<file path="src/rtl/instr_fetch_pkg.sv">
// instr_fetch_pkg: shared CPU fetch parameters and fetch FSM state type
package instr_fetch_pkg;

    localparam logic [31:0] DEF_RESET_PC   = 32'h0000_3000;
    localparam logic [31:0] DEF_HANDLER_PC = 32'h0000_4180;
    localparam logic [31:0] DEF_TEXT_BASE  = 32'h0000_3000;
    localparam int          DEF_TEXT_WORDS = 4096;

    typedef enum logic {
        BOOT,
        RUN
    } fetch_state_e;

endpackage

</file>
<file path="src/rtl/fetch_range_chk.sv">
// fetch_range_chk: flags misaligned or out-of-text-range fetch addresses
module fetch_range_chk
    import instr_fetch_pkg::*;
#(
    parameter logic [31:0] TEXT_BASE  = DEF_TEXT_BASE,
    parameter int          TEXT_WORDS = DEF_TEXT_WORDS
) (
    input  logic [31:0] pc,
    output logic        adel
);

    // one bit wider so a text segment ending at the top of memory cannot wrap
    localparam logic [32:0] TEXT_LIMIT = {1'b0, TEXT_BASE} + (33'(TEXT_WORDS) << 2);

    assign adel = (pc[1:0] != 2'b00) || (pc < TEXT_BASE) || ({1'b0, pc} >= TEXT_LIMIT);

endmodule

</file>
<file path="src/rtl/instr_fetch.sv">
// instr_fetch: PC sequencing with branch/exception/eret redirects and fetch qualification
module instr_fetch
    import instr_fetch_pkg::*;
#(
    parameter logic [31:0] RESET_PC   = DEF_RESET_PC,
    parameter logic [31:0] HANDLER_PC = DEF_HANDLER_PC,
    parameter logic [31:0] TEXT_BASE  = DEF_TEXT_BASE,
    parameter int          TEXT_WORDS = DEF_TEXT_WORDS
) (
    input  logic        clk,
    input  logic        reset,
    input  logic        stall,
    input  logic        br_take,
    input  logic [31:0] br_target,
    input  logic        exc_req,
    input  logic        eret,
    input  logic [31:0] epc,
    output logic [31:0] im_addr,
    input  logic [31:0] im_data,
    output logic [31:0] instr,
    output logic [31:0] pc,
    output logic        fetch_valid,
    output logic        fetch_adel
);

    fetch_state_e state_q, state_d;
    logic [31:0]  pc_q, pc_d;
    logic         bubble_q, bubble_d;

    fetch_range_chk #(
        .TEXT_BASE (TEXT_BASE),
        .TEXT_WORDS(TEXT_WORDS)
    ) u_range_chk (
        .pc  (pc_q),
        .adel(fetch_adel)
    );

    // next PC by priority exc_req > eret > stall > br_take > pc+4; redirects leave a one-cycle bubble
    always_comb begin
        state_d  = state_q;
        pc_d     = pc_q;
        bubble_d = bubble_q;
        if (exc_req || eret) begin
            pc_d     = exc_req ? HANDLER_PC : epc;
            bubble_d = 1'b1;
            state_d  = RUN;
        end else if (!stall) begin
            pc_d     = br_take ? br_target : pc_q + 32'd4;
            bubble_d = 1'b0;
            state_d  = RUN;
        end
    end

    // state registers with synchronous active-low reset discarding any pending action
    always_ff @(posedge clk) begin
        if (!reset) begin
            state_q  <= BOOT;
            pc_q     <= RESET_PC;
            bubble_q <= 1'b0;
        end else begin
            state_q  <= state_d;
            pc_q     <= pc_d;
            bubble_q <= bubble_d;
        end
    end

    assign pc          = pc_q;
    assign im_addr     = ((pc_q - TEXT_BASE) >> 2) & 32'h0000_0FFF;
    assign fetch_valid = (state_q == RUN) && !bubble_q;
    assign instr       = (fetch_valid && !fetch_adel) ? im_data : 32'h0000_0000;

endmodule

</file>
<file path="config.mk">
export PLATFORM = sky130hd
export DESIGN_NAME = instr_fetch
export DESIGN_NICKNAME = d
export VERILOG_FILES = /design/src/rtl/instr_fetch_pkg.sv /design/src/rtl/fetch_range_chk.sv /design/src/rtl/instr_fetch.sv
export SDC_FILE = /design/constraint.sdc
export NUM_CORES = 1
export LEC_CHECK = 0
export BUFFER_PORTS_ARGS = -buffer_cell sky130_fd_sc_hd__buf_2
export CORE_MARGIN = 5
export CORE_UTILIZATION = 43
export DETAILED_ROUTE_END_ITERATION = 8
export PLACE_DENSITY = 0.85
export SLEW_MARGIN = 20
export SYNTH_ARGS = -nofsm -noshare
export SYNTH_HDL_FRONTEND = slang
export SYNTH_SLANG_ARGS = --single-unit
</file>
<file path="constraint.sdc">
create_clock -name clk -period 2.95 [get_ports clk]
set_input_delay 0.59 -clock clk [delete_from_list [all_inputs] [get_ports clk]]
set_output_delay 0.59 -clock clk [all_outputs]
set_load 0.01 [all_outputs]
</file>
== Word-level counts from Yosys, hierarchy flattened ==
Cells that the tools add are included.
Widths: inputs -> output; s select.

* Bits in registers: 34
* Logic and storage cells: 25

* Order comparisons: 2
* Add/subtract/negate cells: 2
* Reductions and logical operators: 8
* Equality and inequality tests: 1
* Multiplexer cells: 9

{| class="wikitable"
|+ Operators by type and width
! cell !! number
|-
| $mux 32 || 5
|-
| $add 32x3->32 const B || 1
|-
| $ge 32x15->1 const B || 1
|-
| $lt 32x14->1 const B || 1
|-
| $sub 14x14->14 const B || 1
|-
| $mux 1 || 4
|-
| $logic_or 1x1->1 || 3
|-
| $logic_and 1x1->1 || 2
|-
| $logic_not 1->1 || 2
|-
| $ne 2x1->1 const B || 1
|-
| $reduce_bool 2->1 || 1
|}

== Logic depth before layout (Yosys ltp) ==
* Depth in word-level cells: 6
* Gate-level depth with buffers: 8

== Modules after synthesis ==
Synthesis repeated with hierarchy kept, for this count alone.

* Cells, all modules: 394
* Area, all modules: 2,867.8 um^2

{| class="wikitable"
|+ By module, submodules not included
! module !! seq. area each (um^2) !! cells each !! instances !! area each (um^2)
|-
| instr_fetch || 680.7 || 385 || 1 || 2,812.7
|-
| fetch_range_chk || 0.0 || 9 || 1 || 55.1
|}

== Worst setup path before layout ==
Ideal clock, no wire load.

* Path kind: register -> output
* From: reg pc_q[13], in the netlist pc[13]
* To: out instr[10]
* Stages on the path, launching flop included: 8
* Buffers on the path: 1
* Path slack: 471 ps
* Arrival time: 1,889 ps
* Cell sequence: dfxtp_1 > ha_1 > xor2_1 > and4_1 > nand3_1 > nor3b_1 > clkbuf_1 > and2_1

* Cells in the longest elaborated chain, start to end: 6

{| class="wikitable"
|+ Ends and longest elaborated chain
! element !! RTL line !! RTL
|-
| start: declaration || instr_fetch.sv:27 || <nowiki>logic [31:0] pc_q, pc_d;</nowiki>
|-
| start signal: assignment || instr_fetch.sv:62 || <nowiki>pc_q <= pc_d;</nowiki>
|-
| $lt 32x14->1 || fetch_range_chk.sv:15 || <nowiki>assign adel = (pc[1:0] != 2'b00) || (pc < TEXT_BASE) || ({1'b0, pc} >= TEXT_LIMIT);</nowiki>
|-
| $logic_or 1x1->1 || fetch_range_chk.sv:15 ||
|-
| $logic_or 1x1->1 (*) || fetch_range_chk.sv:15 ||
|-
| net fetch_adel || instr_fetch.sv:23 || <nowiki>output logic fetch_adel</nowiki>
|-
| $logic_not 1->1 (*) || instr_fetch.sv:70 || <nowiki>assign instr = (fetch_valid && !fetch_adel) ? im_data : 32'h0000_0000;</nowiki>
|-
| $logic_and 1x1->1 (*) || instr_fetch.sv:70 ||
|-
| $mux 32 (*) || instr_fetch.sv:70 ||
|-
| end: declaration || instr_fetch.sv:20 || <nowiki>output logic [31:0] instr,</nowiki>
|}

Mark *: on every way through the listed nets, which the timed path passes. The rest lies on a longest branch.

== Worst setup path in the final report ==
* From: reg pc_q[12], in the netlist pc[12]
* To: out instr[8]

* Cells in the longest elaborated chain, start to end: 6

{| class="wikitable"
|+ Ends and longest elaborated chain
! element !! RTL line
|-
| $lt 32x14->1 || fetch_range_chk.sv:15
|-
| $logic_or 1x1->1 || fetch_range_chk.sv:15
|-
| $logic_or 1x1->1 (*) || fetch_range_chk.sv:15
|-
| $logic_not 1->1 (*) || instr_fetch.sv:70
|-
| $logic_and 1x1->1 (*) || instr_fetch.sv:70
|-
| $mux 32 (*) || instr_fetch.sv:70
|}

Mark *: on every way between the ends. The rest lies on a longest branch, timed or not.

==> impl_metrics.toml <==
[status]
outcome = "finished clean"

[layout]
area_growth_pct = 30.65
fill_cells = 643
drive_above_1_share_pct = 36.75
finalInstanceArea_um2 = 3963
instances_no_fill = 681
fin_nets = 690
antennaDiodeCount = 0

[timing]
relSlewSlack_pct = 57.97
report.final.slew_viol_count = 0
finalHoldViolCount = 0
setup_viol = 0
period_share_pct = 94.49
setup_tns_ns = 0
fin_crit_ns = 2.787
worst_pin_slew_ns = 0.6292
rsz0062_at_grt = "no"
max_freq_mhz = 358.8
holdWs_ns = 0.5045
skew_ns = 0.009524
setup_ws_ns = 0.1626

[worst_setup_path]
setup.worst_path.class = "register to output port"
arrival_ns = 2.20
slowest_stage = "dfxtp_2"
crit_chain = "ha_1 > xor2_1 > and4_1 > nand3_1 > nor3b_2 > buf_6 > and2_1 > buf_2"
crit_fanout = 32
crit_buf_inv = 2
required_ns = 2.36
critPathMaxStageDelay_ns = 0.39
worst_setup_path_start_kind = "register"
endpoint_kind = "output port"
cpLargestDelayFamily = "simple AND/OR/NAND/NOR gates"

[yosys]
synthDistinctLibCells = 64
ys.flop_type = "dfxtp_1"
yosysSeqAreaShare_pct = 22.44
synthArstFlopShare_pct = 0
synth_area_um2 = 3033
synth_edf_count = 0
synth_area_leader_cell = "dfxtp_1"
synth-seq-cells = 34
synth_commonest_cells = "a21oi_1, dfxtp_1, nand2_1, o21ai_0"
synth_top_cell_area_share_pct = 22.44
ys_warn_count = 0
avgSynthCellArea_um2 = 7.136
yosys-top-cells-area = "dfxtp_1, buf_4, and2_1"
syn_inst = 425

[clock_tree]
cts_buffers = 5
postCtsSetupBuffers = 0
clkTransAtPathRegs_ns = 0.08
cts_root_buf = "clkbuf_8"
cts.path.max_buffers = 2
clk_latency_ns = 0.29
cts_tree = "done"
htreeDepth = 2
cts.sinks = 34

[die]
die_area_um2 = 8833
dieWidth_um = 93.99
boundaryPins = 200
die_y_um = 93.99
start_util_pct = 44.40
coreArea_um2 = 6832
rows = 30

[power]
ir_drop_v = 0.0001562
leakage_uw = 0.001881
powerDensity_nw_per_um2 = 311.1

[drt]
via_count = 3850
route.detailed.drc = 0
avgRoutedWirePerCell_um = 17.22
drt_pass1_iterations = 5
via_per_inst = 5.653
totalWireLength_um = 11730
final_antenna_net_count = 0
first_iter_violations = 274

[place]
dp_hpwl_um = 9135
place_area_um2 = 3877
gp_congestion = 0.9411
place_ws_ns = 0.4264
port_buffers = 179
dp.cells = 674

[worst_hold_path]
hp-class = "register to register"

[run]
drv_cap = 0

[grt]
grt_usage_pct = 24.85
grt_pass1_wl_um = 17700
grt_max_degree = 33
antenna_found_initial = 0
first_global_vias = 3616
grt-ovfl-total = 0
[final cells by class]
type | instances | area (um^2) | area share, %
multi-input cells | 340 | 2038 | 51.44
repair buffers | 192 | 997.2 | 25.17
well taps | 96 | 120.1 | 3.031
flip-flops and latches | 34 | 683.2 | 17.24
inverters | 12 | 45.04 | 1.137
clock buffers | 5 | 68.82 | 1.737
clock inverters | 2 | 10.01 | 0.2526
[logic make-up (layout without fill, tap and decap cells)]
| family | Yosys count | in the layout | share of synthesized area (%) |
|---|---|---|---|
| AOI/OAI and AO/OA | 115 | 115 | 24.09 |
| xor gates and xnor gates | 10 | 10 | 2.888 |
| adders and majority gates | 3 | 3 | 1.238 |
| buffers and inverters | 70 | 211 | 12.87 |
| DFF | 34 | 34 | 22.44 |
| muxes | 9 | 9 | 3.012 |
| other | 1 | 20 | 0.1236 |
| and+or+nand+nor | 183 | 183 | 33.33 |
[per-stage QoR]
| step | total power, uW | util [%] |
|---|---|---|
| floorplan | 752.3 | - |
| global placement | 881.1 | 56.76 |
| detailed placement | 891.6 | 56.76 |
| CTS | 1225 | 57.91 |
| global route | 1295 | 58.00 |
| finish | 1233 | 58.00 |
[flip-flops by register name (all words and copies together), names as in the netlist]
register  cells
pc           32
state_q       1
bubble_q      1
[where the power goes]
| group | switching (uW) | internal, uW |
|---|---|---|
| combinational | 195 | 158 |
| clock | 183 | 159 |
| sequential | 50.5 | 486 |
[layout by cell type (no fill, tap or decap), types with 4 or more instances in the layout]
cell	instances
buf_2	179
a21oi_1	34
nand2_1	33
o21ai_0	33
and2_1	32
dfxtp_1	32
nor2_1	27
conb_1	20
nand3_1	17
nor3_1	15
buf_4	12
inv_1	11
nor4_1	11
nand4_1	10
mux2i_1	8
xnor2_1	6
o221ai_1	6
a211oi_1	5
or3_1	5
o21a_1	5
clkbuf_8	5
nor2b_1	4
xor2_1	4
o211ai_1	4
[worst reg2reg max path, cell delays in order, from the launching register on]
cell	delay, ns
dfxtp_1	0.52
nand4_2	0.20
or4_1	0.73
or3_1	0.44
or3_1	0.35
nand3_1	0.09
[path summary, 6_finish.rpt]
| check | from | endpoint | slack, ns | cells past startpoint |
|---|---|---|---|---|
| worst max-delay path | pc[12] | instr[8] | 0.16 | 8 |
| worst min-delay path | pc[0] | pc[0] | 0.50 | 2 |
| worst max register to register | pc[4] | pc[23] | 0.55 | 5 |
| worst min register to register | pc[0] | pc[0] | 0.50 | 2 |
[routing by layer]
| metal | part of all wire, % | global-route usage [%] | vias up | routed length (um) |
|---|---|---|---|---|
| li1 | - | - | 1813 | - |
| met5 | 0 | 0 | - | 0 |
| met2 | 49 | 41.16 | 251 | 5697 |
| met4 | 3.0 | 8.785 | 0 | 353 |
| met1 | 39 | 31.49 | 1745 | 4533 |
| met3 | 9.7 | 5.609 | 41 | 1141 |
[repair_timing]
item | in CTS | in global routing
hold buffers | 0 | 0
setup endpoints to repair | 0 | 32
gates resized for setup | 0 | 3
Note: power is estimated with default switching activity, not from simulation.
